**src/rtl/cache_req_master.sv**
```systemverilog
// Request sequencer between the load/store unit and cache_Memory_top: buffers CPU requests,
// issues one strobe per request, waits out the cache stall, and returns a one-cycle response.
// Optional stall watchdog: define CACHE_REQ_TIMEOUT_EN.
module cache_req_master #(
  parameter int DEPTH   = 4,
  parameter int TIMEOUT = 64
) (
  input  logic        clk,
  input  logic        rst,
  input  logic        req_valid,
  output logic        req_ready,
  input  logic        req_write,
  input  logic [9:0]  req_addr,
  input  logic [31:0] req_wdata,
  output logic        rsp_valid,
  output logic        rsp_write,
  output logic [31:0] rsp_rdata,
  output logic        rsp_err,
  output logic        busy,
  output logic        Mem_Read,
  output logic        Mem_Write,
  output logic [9:0]  Word_address,
  output logic [31:0] Data_In,
  input  logic        stall,
  input  logic [31:0] Data_Out
);

  localparam int AW = $clog2(DEPTH);

  typedef enum logic [1:0] {S_IDLE = 2'd0, S_ISSUE = 2'd1, S_WAIT = 2'd2} state_t;

  state_t      state_q, state_d;
  logic [AW:0] wptr_q, wptr_d, rptr_q, rptr_d;
  logic        fifo_w [DEPTH];
  logic [9:0]  fifo_a [DEPTH];
  logic [31:0] fifo_d [DEPTH];
  logic        full, empty, push, done, to_hit;
  logic        kind_q, kind_d;
  logic [9:0]  addr_q, addr_d;
  logic [31:0] data_q, data_d;
  logic        rsp_valid_q, rsp_valid_d;
  logic        rsp_write_q, rsp_write_d;
  logic [31:0] rsp_rdata_q, rsp_rdata_d;

`ifdef CACHE_REQ_TIMEOUT_EN
  localparam int CW = $clog2(TIMEOUT + 1);
  logic [CW-1:0] cnt_q, cnt_d;
  logic          rsp_err_q, rsp_err_d;
`endif

  generate
    if (DEPTH < 2 || (DEPTH & (DEPTH - 1)) != 0 || TIMEOUT < 1) begin : g_bad_cfg
      $error("cache_req_master: DEPTH must be a power of 2 >= 2 and TIMEOUT >= 1");
    end
  endgenerate

  // Pointers carry one extra wrap bit so full and empty are distinguishable.
  assign full      = (wptr_q[AW] != rptr_q[AW]) && (wptr_q[AW-1:0] == rptr_q[AW-1:0]);
  assign empty     = (wptr_q == rptr_q);
  assign req_ready = rst && !full;
  assign push      = req_valid && req_ready;
  assign busy      = !empty || (state_q != S_IDLE);

  always_ff @(posedge clk) begin
    if (push) begin
      fifo_w[wptr_q[AW-1:0]] <= req_write;
      fifo_a[wptr_q[AW-1:0]] <= req_addr;
      fifo_d[wptr_q[AW-1:0]] <= req_wdata;
    end
  end

  always_ff @(posedge clk or negedge rst) begin
    if (!rst) state_q <= S_IDLE;
    else      state_q <= state_d;
  end

  always_comb begin
    state_d = state_q;
    done    = 1'b0;
    to_hit  = 1'b0;
    unique case (state_q)
      S_IDLE:  if (!empty) state_d = S_ISSUE;
      S_ISSUE: state_d = S_WAIT;
      S_WAIT: begin
        if (!stall) begin
          done    = 1'b1;
          state_d = S_IDLE;
        end
`ifdef CACHE_REQ_TIMEOUT_EN
        else if (cnt_q == CW'(TIMEOUT - 1)) begin
          done    = 1'b1;
          to_hit  = 1'b1;
          state_d = S_IDLE;
        end
`endif
      end
      default: state_d = S_IDLE;
    endcase
  end

  always_comb begin
    Mem_Read  = (state_q == S_ISSUE) && !kind_q;
    Mem_Write = (state_q == S_ISSUE) && kind_q;
  end

  // The head entry stays in the FIFO until completion; it is only copied out here.
  always_comb begin
    kind_d = kind_q;
    addr_d = addr_q;
    data_d = data_q;
    if (state_q == S_IDLE && !empty) begin
      kind_d = fifo_w[rptr_q[AW-1:0]];
      addr_d = fifo_a[rptr_q[AW-1:0]];
      data_d = fifo_d[rptr_q[AW-1:0]];
    end
    wptr_d      = push ? wptr_q + (AW + 1)'(1) : wptr_q;
    rptr_d      = done ? rptr_q + (AW + 1)'(1) : rptr_q;
    rsp_valid_d = done;
    rsp_write_d = done && kind_q;
    rsp_rdata_d = (done && !kind_q && !to_hit) ? Data_Out : '0;
`ifdef CACHE_REQ_TIMEOUT_EN
    cnt_d = cnt_q;
    if (state_q == S_ISSUE)             cnt_d = '0;
    else if (state_q == S_WAIT && stall) cnt_d = cnt_q + CW'(1);
    rsp_err_d = to_hit;
`endif
  end

  always_ff @(posedge clk or negedge rst) begin
    if (!rst) begin
      wptr_q      <= '0;
      rptr_q      <= '0;
      kind_q      <= 1'b0;
      addr_q      <= '0;
      data_q      <= '0;
      rsp_valid_q <= 1'b0;
      rsp_write_q <= 1'b0;
      rsp_rdata_q <= '0;
    end else begin
      wptr_q      <= wptr_d;
      rptr_q      <= rptr_d;
      kind_q      <= kind_d;
      addr_q      <= addr_d;
      data_q      <= data_d;
      rsp_valid_q <= rsp_valid_d;
      rsp_write_q <= rsp_write_d;
      rsp_rdata_q <= rsp_rdata_d;
    end
  end

`ifdef CACHE_REQ_TIMEOUT_EN
  always_ff @(posedge clk or negedge rst) begin
    if (!rst) begin
      cnt_q     <= '0;
      rsp_err_q <= 1'b0;
    end else begin
      cnt_q     <= cnt_d;
      rsp_err_q <= rsp_err_d;
    end
  end
  assign rsp_err = rsp_err_q;
`else
  assign rsp_err = 1'b0;
`endif

  assign rsp_valid    = rsp_valid_q;
  assign rsp_write    = rsp_write_q;
  assign rsp_rdata    = rsp_rdata_q;
  assign Word_address = addr_q;
  assign Data_In      = data_q;

endmodule

```
**config.mk**
```make
export PLATFORM = sky130hd
export DESIGN_NAME = cache_req_master
export DESIGN_NICKNAME = d
export VERILOG_FILES = /design/src/rtl/cache_req_master.sv
export SDC_FILE = /design/constraint.sdc
export NUM_CORES = 1
export LEC_CHECK = 0
export ABC_AREA = 0
export CORE_ASPECT_RATIO = 1.1
export CORE_UTILIZATION = 50
export CTS_CLUSTER_SIZE = 10
export DETAILED_ROUTE_END_ITERATION = 6
export GPL_ROUTABILITY_DRIVEN = 0
export PLACE_DENSITY = 0.82
export SLEW_MARGIN = 25
export SYNTH_ARGS = -nofsm -noshare
export SYNTH_HDL_FRONTEND = slang
export SYNTH_SLANG_ARGS = --single-unit
export TNS_END_PERCENT = 30
```
**constraint.sdc**
```tcl
create_clock -name clk -period 6.5 [get_ports clk]
set_input_delay 0.65 -clock clk [delete_from_list [all_inputs] [get_ports clk]]
set_output_delay 0.65 -clock clk [all_outputs]
set_load 0.02 [all_outputs]
```
==> After elaboration in Yosys (flattened, before gate mapping) <==
Memories as Yosys holds them, arrays and structs flattened. A register that Yosys moved wholly into a read port is not among the register bits.
Index checks and enable logic that the tools add are counted.
{ "op_classes": {"muxes": 8, "add_sub_neg": 2, "eq_ne": 7, "reduce_logical": 18} }
{ "ops": {"columns": ["cell", "n"], "rows": [
  ["2-to-1 mux 32 bit", 1],
  ["logical AND 1 bit", 8],
  ["adder 3 x 1 -> 3 bit, second input constant", 2],
  ["logical NOT 1 bit", 6],
  ["one-hot mux 2 bit (3 select lines)", 1],
  ["2-to-1 mux 1 bit", 4],
  ["2-to-1 mux 2 bit", 2],
  ["inequality test 2 bit, second input constant", 2],
  ["== test 3 bit", 1],
  ["== test 2 x 1 -> 1 bit, second input constant", 1],
  ["== test 2 bit", 1],
  ["== test 2 bit, second input constant", 1],
  ["logical NOT 2 bit", 1],
  ["AND reduction 2 bit", 1],
  ["nonzero test 2 bit", 1],
  ["logical OR 1 bit", 1],
  ["inequality test 1 bit", 1]
]} }
{ "totals": {"memories": 3, "ff_bits": 42, "mem_bits_rw": 172, "output_inout_bits": 81, "in_bits": 79, "word_cells": 44} }
{ "mem_list": {"columns": ["memory", "words", "width", "read_ports", "rd_ports_with_merged_regs", "wr", "line", "rtl"], "rows": [
  ["fifo_d", 4, 32, 1, 1, 1, "36", "logic [31:0] fifo_d [DEPTH];"],
  ["fifo_a", 4, 10, 1, 1, 1, "35", "logic [9:0] fifo_a [DEPTH];"],
  ["fifo_w", 4, 1, 1, 1, 1, "34", "logic fifo_w [DEPTH];"]
]} }

==> Logic depth before layout (Yosys ltp) <==
Gate-level depths: netlist of run 1.
{ "logic_depth": {"ltp_word": 7, "ltp_mapped": 5, "mapped_depth_nobuf": 4} }

==> Worst setup path after synthesis of run 1 <==
OpenSTA, ideal clock, no wires.
{ "synth_path": {"kind": "flip-flop to flip-flop", "startpoint": "register rptr_q[0]", "endpoint": "memory fifo_a[3][0], enable pin", "synth_period_minus_slack_ps": 4927, "setup_slack_ps": 1573, "n_path_buf": 1, "stages_incl_launch_ff": 4, "t_arrival_ps": 4400, "t_required_ps": 5973, "setup_ps": 527, "cell_sequence": "dfrtp_1 buf_4 xnor2_2 a311oi_1"} }
{ "synth_between": {"elab_chain_cells": 7} }
{ "synth_lines": {"columns": ["item", "line", "rtl"], "rows": [
  ["from (decl)", "33", "logic [AW:0] wptr_q, wptr_d, rptr_q, rptr_d;"],
  ["from (signal assigned)", "141", "rptr_q <= rptr_d;"],
  ["== test 2 bit", "58", "assign full = (wptr_q[AW] != rptr_q[AW]) && (wptr_q[AW-1:0] == rptr_q[AW-1:0]);"],
  ["logical AND 1 bit", "58", null],
  ["logical NOT 1 bit", "60", "assign req_ready = rst && !full;"],
  ["logical AND 1 bit", "60", null],
  ["logical AND 1 bit", "61", "assign push = req_valid && req_ready;"],
  ["2-to-1 mux 1 bit", "65", "if (push) begin"],
  ["2-to-1 mux 1 bit (implied by the code)", "67", "fifo_a[wptr_q[AW-1:0]] <= req_addr;"],
  ["to (decl)", "35", null]
]} }
Every way passes these cells.

==> Worst setup path in the final report of run 1 <==
{ "layout_path": {"startpoint": "register rptr_q[0]", "endpoint": "output port req_ready"} }
{ "layout_between": {"elab_chain_cells": 4} }
{ "layout_lines": {"columns": ["item", "line", "rtl"], "rows": [
  ["== test 2 bit", "58", null],
  ["logical AND 1 bit", "58", null],
  ["logical NOT 1 bit", "60", null],
  ["logical AND 1 bit", "60", null],
  ["to (decl)", "11", "output logic req_ready,"]
]} }
Every way passes these cells.

==> results.rst, run 1 <==
.. list-table::
   :header-rows: 1

   * - Metric
     - Value
   * - Status
     - finished, final reports clean
   * - Met2 Track Usage GR
     - 0.330
   * - Layout overhead on the synthesized area
     - 27.9%
   * - Violation count after the first detailed-routing iteration
     - 190
   * - Initial core utilization
     - 0.514
   * - Final number of hold-violating endpoints
     - 0
   * - Count of distinct cell types in the synthesized netlist
     - 29
   * - Setup CP Type
     - register to output port
   * - Reg-to-reg slack, setup
     - ~3.6 ns
   * - NumNets Final
     - between 600 and 700
   * - Die outline height
     - 147 um
   * - Synthesized area
     - around 0.0095 sq mm
   * - Number of gates resized after CTS
     - 0
   * - Detail Placement HPWL
     - 10.8 mm
   * - Maximum root-to-sink buffer count
     - 3
   * - Vias per cell
     - 5.20
   * - Post-Syn Instances
     - 432
   * - Via Count
     - 4,537
   * - Max rail drop VDD
     - 211 uV
   * - Area inside the core boundary
     - 0.0185 sq mm
   * - Worst Setup End Kind
     - output port
   * - CTS Root Cell
     - clkbuf_16
   * - Critical Path, Cell by Cell
     - xnor2_2, a31oi_1, clkdlybuf4s50_1
   * - Die ar.
     - 0.0196 sq mm
   * - Vias in the first global route
     - 5,030
   * - Rows
     - 52
   * - End of the worst register-to-register path
     - fifo_d[2][24]$_DFFE_PP_
   * - Crit-path max FO
     - 46
   * - Yosys Warn Count
     - 0
   * - Flip-flop and latch count after synthesis
     - 257
   * - Leftover overflow at the end of global routing
     - 0
   * - Number of H-tree levels
     - 1
   * - Global-route usage over all layers
     - 0.186
   * - Period utilization
     - 0.535
   * - Cells on worst reg2reg path
     - 3
   * - I/O pin count
     - 160
   * - Number of clock sinks seen by CTS
     - 257
   * - Required arrival time at the worst endpoint
     - 5.85 ns
   * - Layout fillers
     - 1,206
   * - Peak-usage layer in the global routing report
     - met2
   * - Share of the yosys chip area belonging to registers
     - 0.765
   * - Routed length per instance
     - 20.2 um
   * - Insertion delay of the later-clocked pin in the worst-skew pair
     - 0.52 ns
   * - Total Neg Setup Slack
     - 0 ns
   * - Sum of routed wire length over all layers
     - 17.6 mm
   * - Global-route wire length before repair
     - around 28 mm
   * - Final number of setup-violating endpoints
     - 0
   * - # port buffers
     - 158
   * - Leakage component of the power
     - 4.48 nW
   * - Arrival time worst endpoint
     - about 2.8 ns
   * - Start of the worst register-to-register path
     - rptr_q[0]$_DFFE_PN0P_
   * - Detailed-router iteration count before antenna repair
     - 4
   * - Largest net degree at the start of global routing
     - 67
   * - Clock tree from TritonCTS
     - built
   * - Most frequent cells in the layout
     - edfxtp_1, clkdlybuf4s50_1, dfrtp_1
   * - Unrepaired setup endpoints after global routing
     - false
   * - FMAX
     - 288 MHz
   * - GR met3 Demand/Resource
     - 0.0366
   * - Number of antenna violations at the first check in global routing
     - 0
   * - Clock slew at reported path FFs
     - 0.06 ns
   * - Horizontal die dimension
     - 134 um
   * - Number of CTS-inserted buffers
     - 29
   * - Cell with the biggest individual delay on the critical path
     - dfrtp_4
   * - Min-Delay Path Class
     - input pin to asynchronous set/reset pin
   * - Type of element launching the critical path
     - register
   * - Power density relative to cell area
     - between 400 and 500 mW/mm^2
   * - Hold-fix buffers, CTS
     - 0
   * - Maximum single-stage delay on the critical path
     - between 1 and 1.5 ns
   * - Pwr Total
     - 5.60 mW
   * - Maximum clock skew at final layout
     - 0.00714 ns
   * - Post-DRT Antenna Nets
     - 0
   * - Antenna cells
     - 0
   * - Fraction of final layout cells with drive strength greater than 1
     - 0.211
   * - GR met1 Demand/Resource
     - 0.235
   * - Synthesized Nets
     - 516
   * - Worst slew slack as a fraction of its limit
     - 0.378
   * - Most frequent standard cell in the layout excluding fill and tap cells
     - edfxtp_1
   * - Count of unresolved DRC violations after routing
     - 0
   * - Pin slew with the least headroom to its limit
     - 0.933 ns
   * - Post-Synthesis Mean Instance Area
     - between 20 and 25 sq um
   * - Min cycle time layout
     - between 3 and 4 ns
   * - Number of maximum-capacitance violations
     - 0
   * - Setup repair bufs after CTS
     - 0
   * - Number of max-slew violations in the final report
     - 0
## worst max path at each step
stage	to	cells after the start	from	slack, ns
after floorplan	fifo_a[3][0]$_DFFE_PP_	3	rptr_q[0]$_DFFE_PN0P_	1.57
after CTS	req_ready	3	rptr_q[0]$_DFFE_PN0P_	2.91
final	req_ready	3	rptr_q[0]$_DFFE_PN0P_	3.02
after global routing	req_ready	3	rptr_q[0]$_DFFE_PN0P_	2.82
after detailed placement	req_ready	3	rptr_q[0]$_DFFE_PN0P_	3.47
after global placement	fifo_d[2][11]$_DFFE_PP_	3	rptr_q[1]$_DFFE_PN0P_	3.27
## power breakdown
part | leakage [nW] | switching [mW] | total, mW | internal [mW]
Clock | 0.385 | 0.563 | 1.39 | 0.830
Combinational | 1.47 | 0.773 | 1.84 | 1.06
Sequential | 2.63 | 0.276 | 2.37 | 2.09
## area by class of cell
| cell class | instances | area [sq um] | share of cell area |
|---|---|---|---|
| clock buffer | 52 | 812 | 0.0666 |
| timing repair buffer | 163 | 1630 | 0.134 |
| sequential | 257 | 7300 | 0.599 |
| inverter | 5 | 18.8 | 0.00154 |
| tap | 243 | 304 | 0.0249 |
| multi-input combinational | 152 | 2130 | 0.175 |
## cells by family after synthesis
| group | synth area share |
|---|---|
| fa+ha+maj | 0.00656 |
| xor+xnor | 0.00893 |
| compound gates | 0.00551 |
| simple gates | 0.0293 |
| mux | 0.170 |
| flops | 0.765 |
| other cells | 0.000393 |
| buf+inv | 0.0140 |
## flip-flops by register name, summed over array words and instances (netlist names)
register      count
Data_In          32
fifo_a           40
rsp_valid         1
fifo_w            4
Word_address     10
state_q           2
kind_q            1
wptr_q            3
rsp_rdata        32
rsp_write         1
fifo_d          128
rptr_q            3
## synthesized netlist by cell type (all sizes together)
cell type	number	share of area
mux2	45	0.069
nand2	2	0.00079
buf	13	0.010
nand4	1	0.00066
nand3	1	0.00052
clkbuf	5	0.0020
nor3b	2	0.0021
and2	36	0.024
a31oi	2	0.0013
nor2	1	0.00039
edfxtp	172	0.54
mux4	43	0.10
o21ai	1	0.00052
xor2	3	0.0028
dfrtp	85	0.22
xnor2	5	0.0062
inv	5	0.0020
a311oi	2	0.0037
ha	5	0.0066
conb	1	0.00039
nor3	1	0.00052
nor2b	1	0.00066
## worst max-delay path, delay by kind of cell (launching register included)
| family | cells | cell delay, ns |
|---|---|---|
| flops | 1 | 1.04 |
| compound gates | 1 | 0.32 |
| buf+inv | 1 | 0.67 |
| xor+xnor | 1 | 0.29 |
## layer usage
layer | vias up | part of all wire
met4 | 0 | 0.017
met1 | 2324 | 0.41
met3 | 25 | 0.055
met5 | - | 0
met2 | 164 | 0.52
li1 | 2024 | -
## through the flow
stage,util,setup WS (ns),area [sq um],instances,hold slack [ns]
detailed placement,0.614,3.47,11400,820,0.499
CTS,0.657,2.91,12200,872,0.0209
finish,0.657,3.02,12200,872,0.0224
global placement,0.612,3.27,11400,819,0.496
floorplan,-,1.57,9530,432,0.354
global route,0.657,2.82,12200,872,0.0335
No activity file was read; power rests on OpenSTA's default activity.
==> run 2, diff against run 1 <==
CORE_UTILIZATION = 48   (was 50)
clock period = 2.9 ns   (was 6.5 ns; I/O delays follow)
==> results.rst, run 2 (synthesis gave the netlist of run 1 again) <==
.. list-table::
   :header-rows: 1

   * - Metric
     - Value
   * - Setup Slack @ Placement
     - 0.505 ns (-2.96 ns)
   * - Leakage component of the power
     - 4.53 nW (+1.0%)
   * - NumNets Final
     - 698 (+0.87%)
   * - Number of CTS-inserted buffers
     - 29 (unchanged)
   * - Maximum clock skew at final layout
     - 0.0103 ns (+0.00318 ns)
   * - Family with the most delay on the worst path
     - buffers and inverters
   * - Sum of routed wire length over all layers
     - 18.1 mm (+2.3%)
   * - Start of the worst register-to-register path
     - rptr_q[0]$_DFFE_PN0P_
   * - Vias in the first global route
     - 5,028 (-0.040%)
   * - Maximum single-stage delay on the critical path
     - 0.60 ns (-0.44 ns)
   * - Clock slew at reported path FFs
     - 0.06 ns (about the same)
   * - Routed length per instance
     - 20.5 um (+1.1%)
   * - Insertion delay of the later-clocked pin in the worst-skew pair
     - 0.52 ns (about the same)
   * - Most frequent standard cell in the layout excluding fill and tap cells
     - edfxtp_1
   * - Leftover overflow at the end of global routing
     - 0 (unchanged)
   * - Total Neg Setup Slack
     - 0 ns (unchanged)
   * - Post-layout instance count excluding filler cells
     - 883 (+1.3%)
   * - Critical Path, Cell by Cell
     - xnor2_2, nand4_1, clkdlybuf4s50_1
   * - Share of total power consumed by net switching
     - 0.288 (+0.000309)
   * - Violation count after the first detailed-routing iteration
     - 238 (+25%)
   * - Global-route wire length before repair
     - 28.0 mm (+1.4%)
   * - Layout overhead on the synthesized area
     - 29.1%
   * - Pin slew with the least headroom to its limit
     - 0.897 ns (-0.0360 ns)
   * - # placed instances
     - 829 (+1.1%)
   * - Min cycle time layout
     - 2.47 ns
   * - Unrepaired setup endpoints after global routing
     - false
   * - Clock tree from TritonCTS
     - built
   * - Max rail drop VDD
     - 583 uV (+180%)
   * - Min-Delay Path Class
     - input pin to asynchronous set/reset pin
   * - Number of clock sinks seen by CTS
     - 257 (unchanged)
   * - Setup CP Type
     - register to output port
   * - Period utilization
     - 0.850
   * - Post-route worst setup slack
     - 0.435 ns (-2.59 ns)
   * - Final number of hold-violating endpoints
     - 0 (unchanged)
   * - Final cell area excluding filler cells
     - 0.0123 sq mm (+0.92%)
   * - Cell with the biggest individual delay on the critical path
     - clkdlybuf4s50_1
   * - Core utilization of the finished layout
     - 0.638 (-0.0199)
   * - Clock share of power
     - 0.250 (about the same)
   * - Count of unresolved DRC violations after routing
     - 0 (unchanged)
   * - Worst slew slack as a fraction of its limit
     - 0.402 (+0.0240)
   * - Antenna cells
     - 0 (unchanged)
   * - Post-DRT Antenna Nets
     - 0 (unchanged)
   * - Cells on worst reg2reg path
     - 4 (+1)
   * - # port buffers
     - 158 (unchanged)
   * - Buffers and inverters on the worst path
     - 1 (unchanged)
   * - Number of gates resized after CTS
     - 0 (unchanged)
   * - Number of antenna violations at the first check in global routing
     - 1 (+1)
   * - Area inside the core boundary
     - 0.0193 sq mm (+4.1%)
   * - Number of H-tree levels
     - 1 (unchanged)
   * - Hold Slack
     - 0.236 ns (+0.213 ns)
   * - Number of max-slew violations in the final report
     - 0 (unchanged)
   * - End of the worst register-to-register path
     - fifo_d[2][28]$_DFFE_PP_
   * - I/O pin count
     - 160 (unchanged)
   * - Register share of total power
     - 0.401 (-0.022)
   * - Maximum root-to-sink buffer count
     - 3 (unchanged)
   * - Fraction of final layout cells with drive strength greater than 1
     - 0.219 (+0.00711)
   * - Global-route usage over all layers
     - 0.185 (-0.000911)
   * - Setup repair bufs after CTS
     - 0 (unchanged)
   * - Via Count
     - 4,598 (+1.3%)
   * - Status
     - finished, final reports clean
   * - Reg-to-reg slack, setup
     - 0.60 ns (-2.96 ns)
   * - Number of flip-flops in the largest register
     - 128 (unchanged)
   * - Detailed-router iteration count before antenna repair
     - 4 (unchanged)
   * - Largest net degree at the start of global routing
     - 66 (-1.5%)
   * - Cell area reported after detailed placement
     - 0.0115 sq mm (+0.78%)
   * - CTS Root Cell
     - clkbuf_16
   * - Type of element launching the critical path
     - register
   * - Die ar.
     - 0.0204 sq mm (+4.1%)
   * - FMAX
     - just over 400 MHz
   * - Pwr Total
     - 12.7 mW (+130%)
   * - Most frequent cells in the layout
     - edfxtp_1, clkdlybuf4s50_1, dfrtp_1
   * - Horizontal die dimension
     - 136 um (+2.0%)
   * - Vias per cell
     - 5.21 (about the same)
   * - Combinational cell fraction of total power
     - 0.349 (+0.021)
   * - Detail Placement HPWL
     - 11.0 mm (+1.6%)
   * - Layout fillers
     - 1,275 (+5.7%)
   * - Internal power consumption
     - 9.01 mW (+130%)
   * - Die outline height
     - 150 um (+2.0%)
   * - Worst Setup End Kind
     - output port
   * - Power density relative to cell area
     - 1030 mW/mm^2 (+120%)
   * - Switching pwr
     - 3.65 mW (+130%)
   * - Initial core utilization
     - 0.494 (-0.0201)
   * - Crit-path max FO
     - 5 (-89%)
   * - Rows
     - 53 (+1.9%)
   * - Number of maximum-capacitance violations
     - 0 (unchanged)
   * - Required arrival time at the worst endpoint
     - 2.61 ns (-3.24 ns)
   * - Final number of setup-violating endpoints
     - 0 (unchanged)
   * - Arrival time worst endpoint
     - 2.18 ns (-0.65 ns)
## run 2: cell types whose count changed in the layout (fill, tap and decap cells not counted), sizes merged
cell / change
clkbuf: +1
dlygate4sd3: +1
buf: +5
## run 2: cell type report
type	instances	area (sq um)	share of cell area
Sequential cell	257	7300	0.593
Inverter	5	18.8	0.00153
Tap cell	247	309	0.0251
Timing Repair Buffer	169	1730	0.140
Multi-Input combinational cell	152	2130	0.173
Clock buffer	53	826	0.0671
## run 2: what timing repair did
| action | 4_1_cts | 5_1_grt |
|---|---|---|
| hold endpoints to repair | 20 | 0 |
| setup endpoints to repair | 0 | 0 |
| hold buffers | 1 | 0 |
## run 2: per-layer routing
layer | global-route usage | up-vias | share of wire
met1 | 0.231 | 2338 | 0.40
met3 | 0.0366 | 36 | 0.070
met5 | 0 | - | 0.00072
met4 | 0.0494 | 2 | 0.019
li1 | - | 2032 | -
met2 | 0.327 | 190 | 0.51
## run 2: worst max path at each step
stage                                startpoint                 endpoint  slack, ns  cells past startpoint
final                     rptr_q[0]$_DFFE_PN0P_                     busy       0.43                      3
after global routing                        rst  fifo_d[2][20]$_DFFE_PP_       0.33                      6
after CTS                 rptr_q[0]$_DFFE_PN0P_                     busy       0.40                      3
after detailed placement              req_valid  fifo_d[2][21]$_DFFE_PP_       0.50                      5
after global placement                req_valid  fifo_d[2][16]$_DFFE_PP_       0.61                      5
after floorplan           rptr_q[0]$_DFFE_PN0P_   fifo_a[2][0]$_DFFE_PP_       0.30                      4
## run 2: power groups by stage
stage | clock network (mW) | logic (mW) | registers (mW)
3_5_place_dp | 0 | 4.48 | 5.14
4_1_cts | 3.23 | 4.51 | 5.09
3_3_place_gp | 0 | 4.35 | 5.11
6_report | 3.17 | 4.41 | 5.07
5_1_grt | 3.40 | 4.72 | 5.15
2_1_floorplan | 0 | 2.66 | 5.46
==> run 3, diff against run 2 <==
CTS_CLUSTER_DIAMETER = 120   (was not set)
SLEW_MARGIN = 0   (was 25)
==> results.rst, run 3 (synthesis gave the netlist of run 1 again) <==
.. list-table::
   :header-rows: 1

   * - Metric
     - Value
   * - Status
     - finished, final reports clean
   * - Crit-path max FO
     - 5 (unchanged)
   * - Routed length per instance
     - 20.4 um (about the same)
   * - Clock slew at reported path FFs
     - 0.06 ns (about the same)
   * - Setup CP Type
     - register to output port
   * - Post-route worst setup slack
     - 0.434 ns (-0.000720 ns)
   * - Insertion delay of the later-clocked pin in the worst-skew pair
     - 0.53 ns (about the same)
   * - Maximum root-to-sink buffer count
     - 3 (unchanged)
   * - NumNets Final
     - 698 (unchanged)
   * - FMAX
     - 406 MHz (about the same)
   * - Number of gates resized after CTS
     - 0 (unchanged)
   * - Fraction of final layout cells with drive strength greater than 1
     - 0.219 (unchanged)
   * - Number of H-tree levels
     - 1 (unchanged)
   * - Number of flip-flops in the largest register
     - 128 (unchanged)
   * - Horizontal die dimension
     - 136 um (unchanged)
   * - Number of maximum-capacitance violations
     - 0 (unchanged)
   * - Final number of hold-violating endpoints
     - 0 (unchanged)
   * - Count of unresolved DRC violations after routing
     - 0 (unchanged)
   * - Most frequent cells in the layout
     - edfxtp_1, clkdlybuf4s50_1, dfrtp_1
   * - Min-Delay Path Class
     - input pin to asynchronous set/reset pin
   * - Worst Setup End Kind
     - output port
   * - Global-route wire length before repair
     - 28.1 mm (+0.37%)
   * - Global-route usage over all layers
     - 0.187 (+0.00159)
   * - Final number of setup-violating endpoints
     - 0 (unchanged)
   * - Clock tree from TritonCTS
     - built
   * - Antenna cells
     - 0 (unchanged)
   * - Maximum clock skew at final layout
     - 0.00822 ns (-0.00211 ns)
   * - Unrepaired setup endpoints after global routing
     - false
   * - # port buffers
     - 158 (unchanged)
   * - Vias in the first global route
     - 5,021 (-0.14%)
   * - Arrival time worst endpoint
     - 2.18 ns (about the same)
   * - Area inside the core boundary
     - 0.0193 sq mm (unchanged)
   * - Sequential cell area
     - 0.00730 sq mm (unchanged)
   * - Required arrival time at the worst endpoint
     - 2.61 ns (about the same)
   * - Hold-fix buffers, CTS
     - 1 (unchanged)
   * - Number of antenna violations at the first check in global routing
     - 0 (-1)
   * - Post-DRT Antenna Nets
     - 0 (unchanged)
   * - Layout fillers
     - 1,281 (+0.47%)
   * - Period utilization
     - 0.850 (about the same)
   * - Detail Placement HPWL
     - 11.0 mm (unchanged)
   * - Violation count after the first detailed-routing iteration
     - 211 (-11%)
   * - Most frequent standard cell in the layout excluding fill and tap cells
     - edfxtp_1
   * - Sum of routed wire length over all layers
     - 18.1 mm (about the same)
   * - Leftover overflow at the end of global routing
     - 0 (unchanged)
   * - Total Neg Setup Slack
     - 0 ns (unchanged)
   * - Layout overhead on the synthesized area
     - 29.0% (about the same)
   * - Area of the multi-input gates
     - 0.00213 sq mm (unchanged)
   * - Power density relative to cell area
     - 1030 mW/mm^2 (about the same)
   * - Min cycle time layout
     - 2.47 ns (+0.000720 ns)
   * - Rows
     - 53 (unchanged)
   * - Leakage component of the power
     - 4.53 nW (about the same)
   * - Vias per cell
     - 5.20 (-0.22%)
   * - Die ar.
     - 0.0204 sq mm (unchanged)
   * - Detailed-router iteration count before antenna repair
     - 5 (+1)
   * - Setup repair bufs after CTS
     - 0 (unchanged)
   * - Largest net degree at the start of global routing
     - 66 (unchanged)
   * - I/O pin count
     - 160 (unchanged)
   * - Setup Slack @ Placement
     - 0.505 ns (unchanged)
   * - Pin slew with the least headroom to its limit
     - 0.901 ns (+0.00370 ns)
   * - Number of CTS-inserted buffers
     - 29 (unchanged)
   * - Die outline height
     - 150 um (unchanged)
   * - Initial core utilization
     - 0.494 (unchanged)
   * - Worst slew slack as a fraction of its limit
     - 0.399 (-0.00246)
   * - Number of clock sinks seen by CTS
     - 257 (unchanged)
   * - Via Count
     - 4,588 (-0.22%)
   * - CTS Root Cell
     - clkbuf_16
   * - Number of max-slew violations in the final report
     - 0 (unchanged)
   * - Type of element launching the critical path
     - register
   * - Max rail drop VDD
     - 579 uV (-0.70%)
run 3: changes by cell type in the layout (fill, tap and decap cells not counted), sizes merged:
cell	change
clkinv	+1
clkbuf	-1
run 3: cell type report:
type	count	share of cell area
flip-flops and latches	257	0.594
clock inverters	1	0.000407
well taps	247	0.0251
multi-input cells	152	0.173
repair buffers	169	0.140
clock buffers	52	0.0660
inverters	5	0.00153
run 3: where the power goes:
part	internal [mW]	switching [mW]	total (mW)
registers	4.69	0.386	5.07
clock network	1.86	1.29	3.15
logic	2.43	1.99	4.42
run 3: layer usage:
layer / vias to the layer above / GRT usage / wire length (um)
li1: 2032 / - / -
met1: 2345 / 0.234 / 7200
met2: 178 / 0.324 / 9170
met3: 33 / 0.0386 / 1290
met4: 0 / 0.0578 / 390
met5: - / 0 / 0
run 3: final timing paths:
| path | startpoint | end | slack [ns] | depth (start not counted) |
|---|---|---|---|---|
| max | rptr_q[0]$_DFFE_PN0P_ | busy | 0.43 | 3 |
| min | rst | Word_address[6]$_DFFE_PN0P_ | 0.23 | 2 |
| max reg2reg | rptr_q[0]$_DFFE_PN0P_ | fifo_d[2][28]$_DFFE_PP_ | 0.62 | 4 |
| min reg2reg | Data_In[28]$_DFFE_PN0P_ | Data_In[28]$_DFFE_PN0P_ | 0.51 | 1 |
| max in group asynchronous | rst | rptr_q[0]$_DFFE_PN0P_ | 1.44 | 3 |
| min in group clk | Data_Out[19] | rsp_rdata[19]$_DFF_PN0_ | 0.32 | 2 |
run 3: worst max-delay path, stage by stage (launching register included):
cell	delay, ns
dfrtp_4	0.49
xnor2_2	0.36
nand4_1	0.20
clkdlybuf4s50_1	0.60
run 3: per-stage QoR:
| stage | util | total power [mW] | instances | cell area, sq um | hold slack (ns) |
|---|---|---|---|---|---|
| after global routing | 0.637 | 13.3 | 883 | 12300 | 0.252 |
| final | 0.637 | 12.7 | 883 | 12300 | 0.231 |
| after detailed placement | 0.594 | 9.61 | 829 | 11500 | 0.222 |
| after floorplan | - | 8.12 | 432 | 9550 | -0.00559 |
| after CTS | 0.637 | 12.8 | 883 | 12300 | 0.231 |
| after global placement | 0.594 | 9.46 | 829 | 11500 | 0.223 |
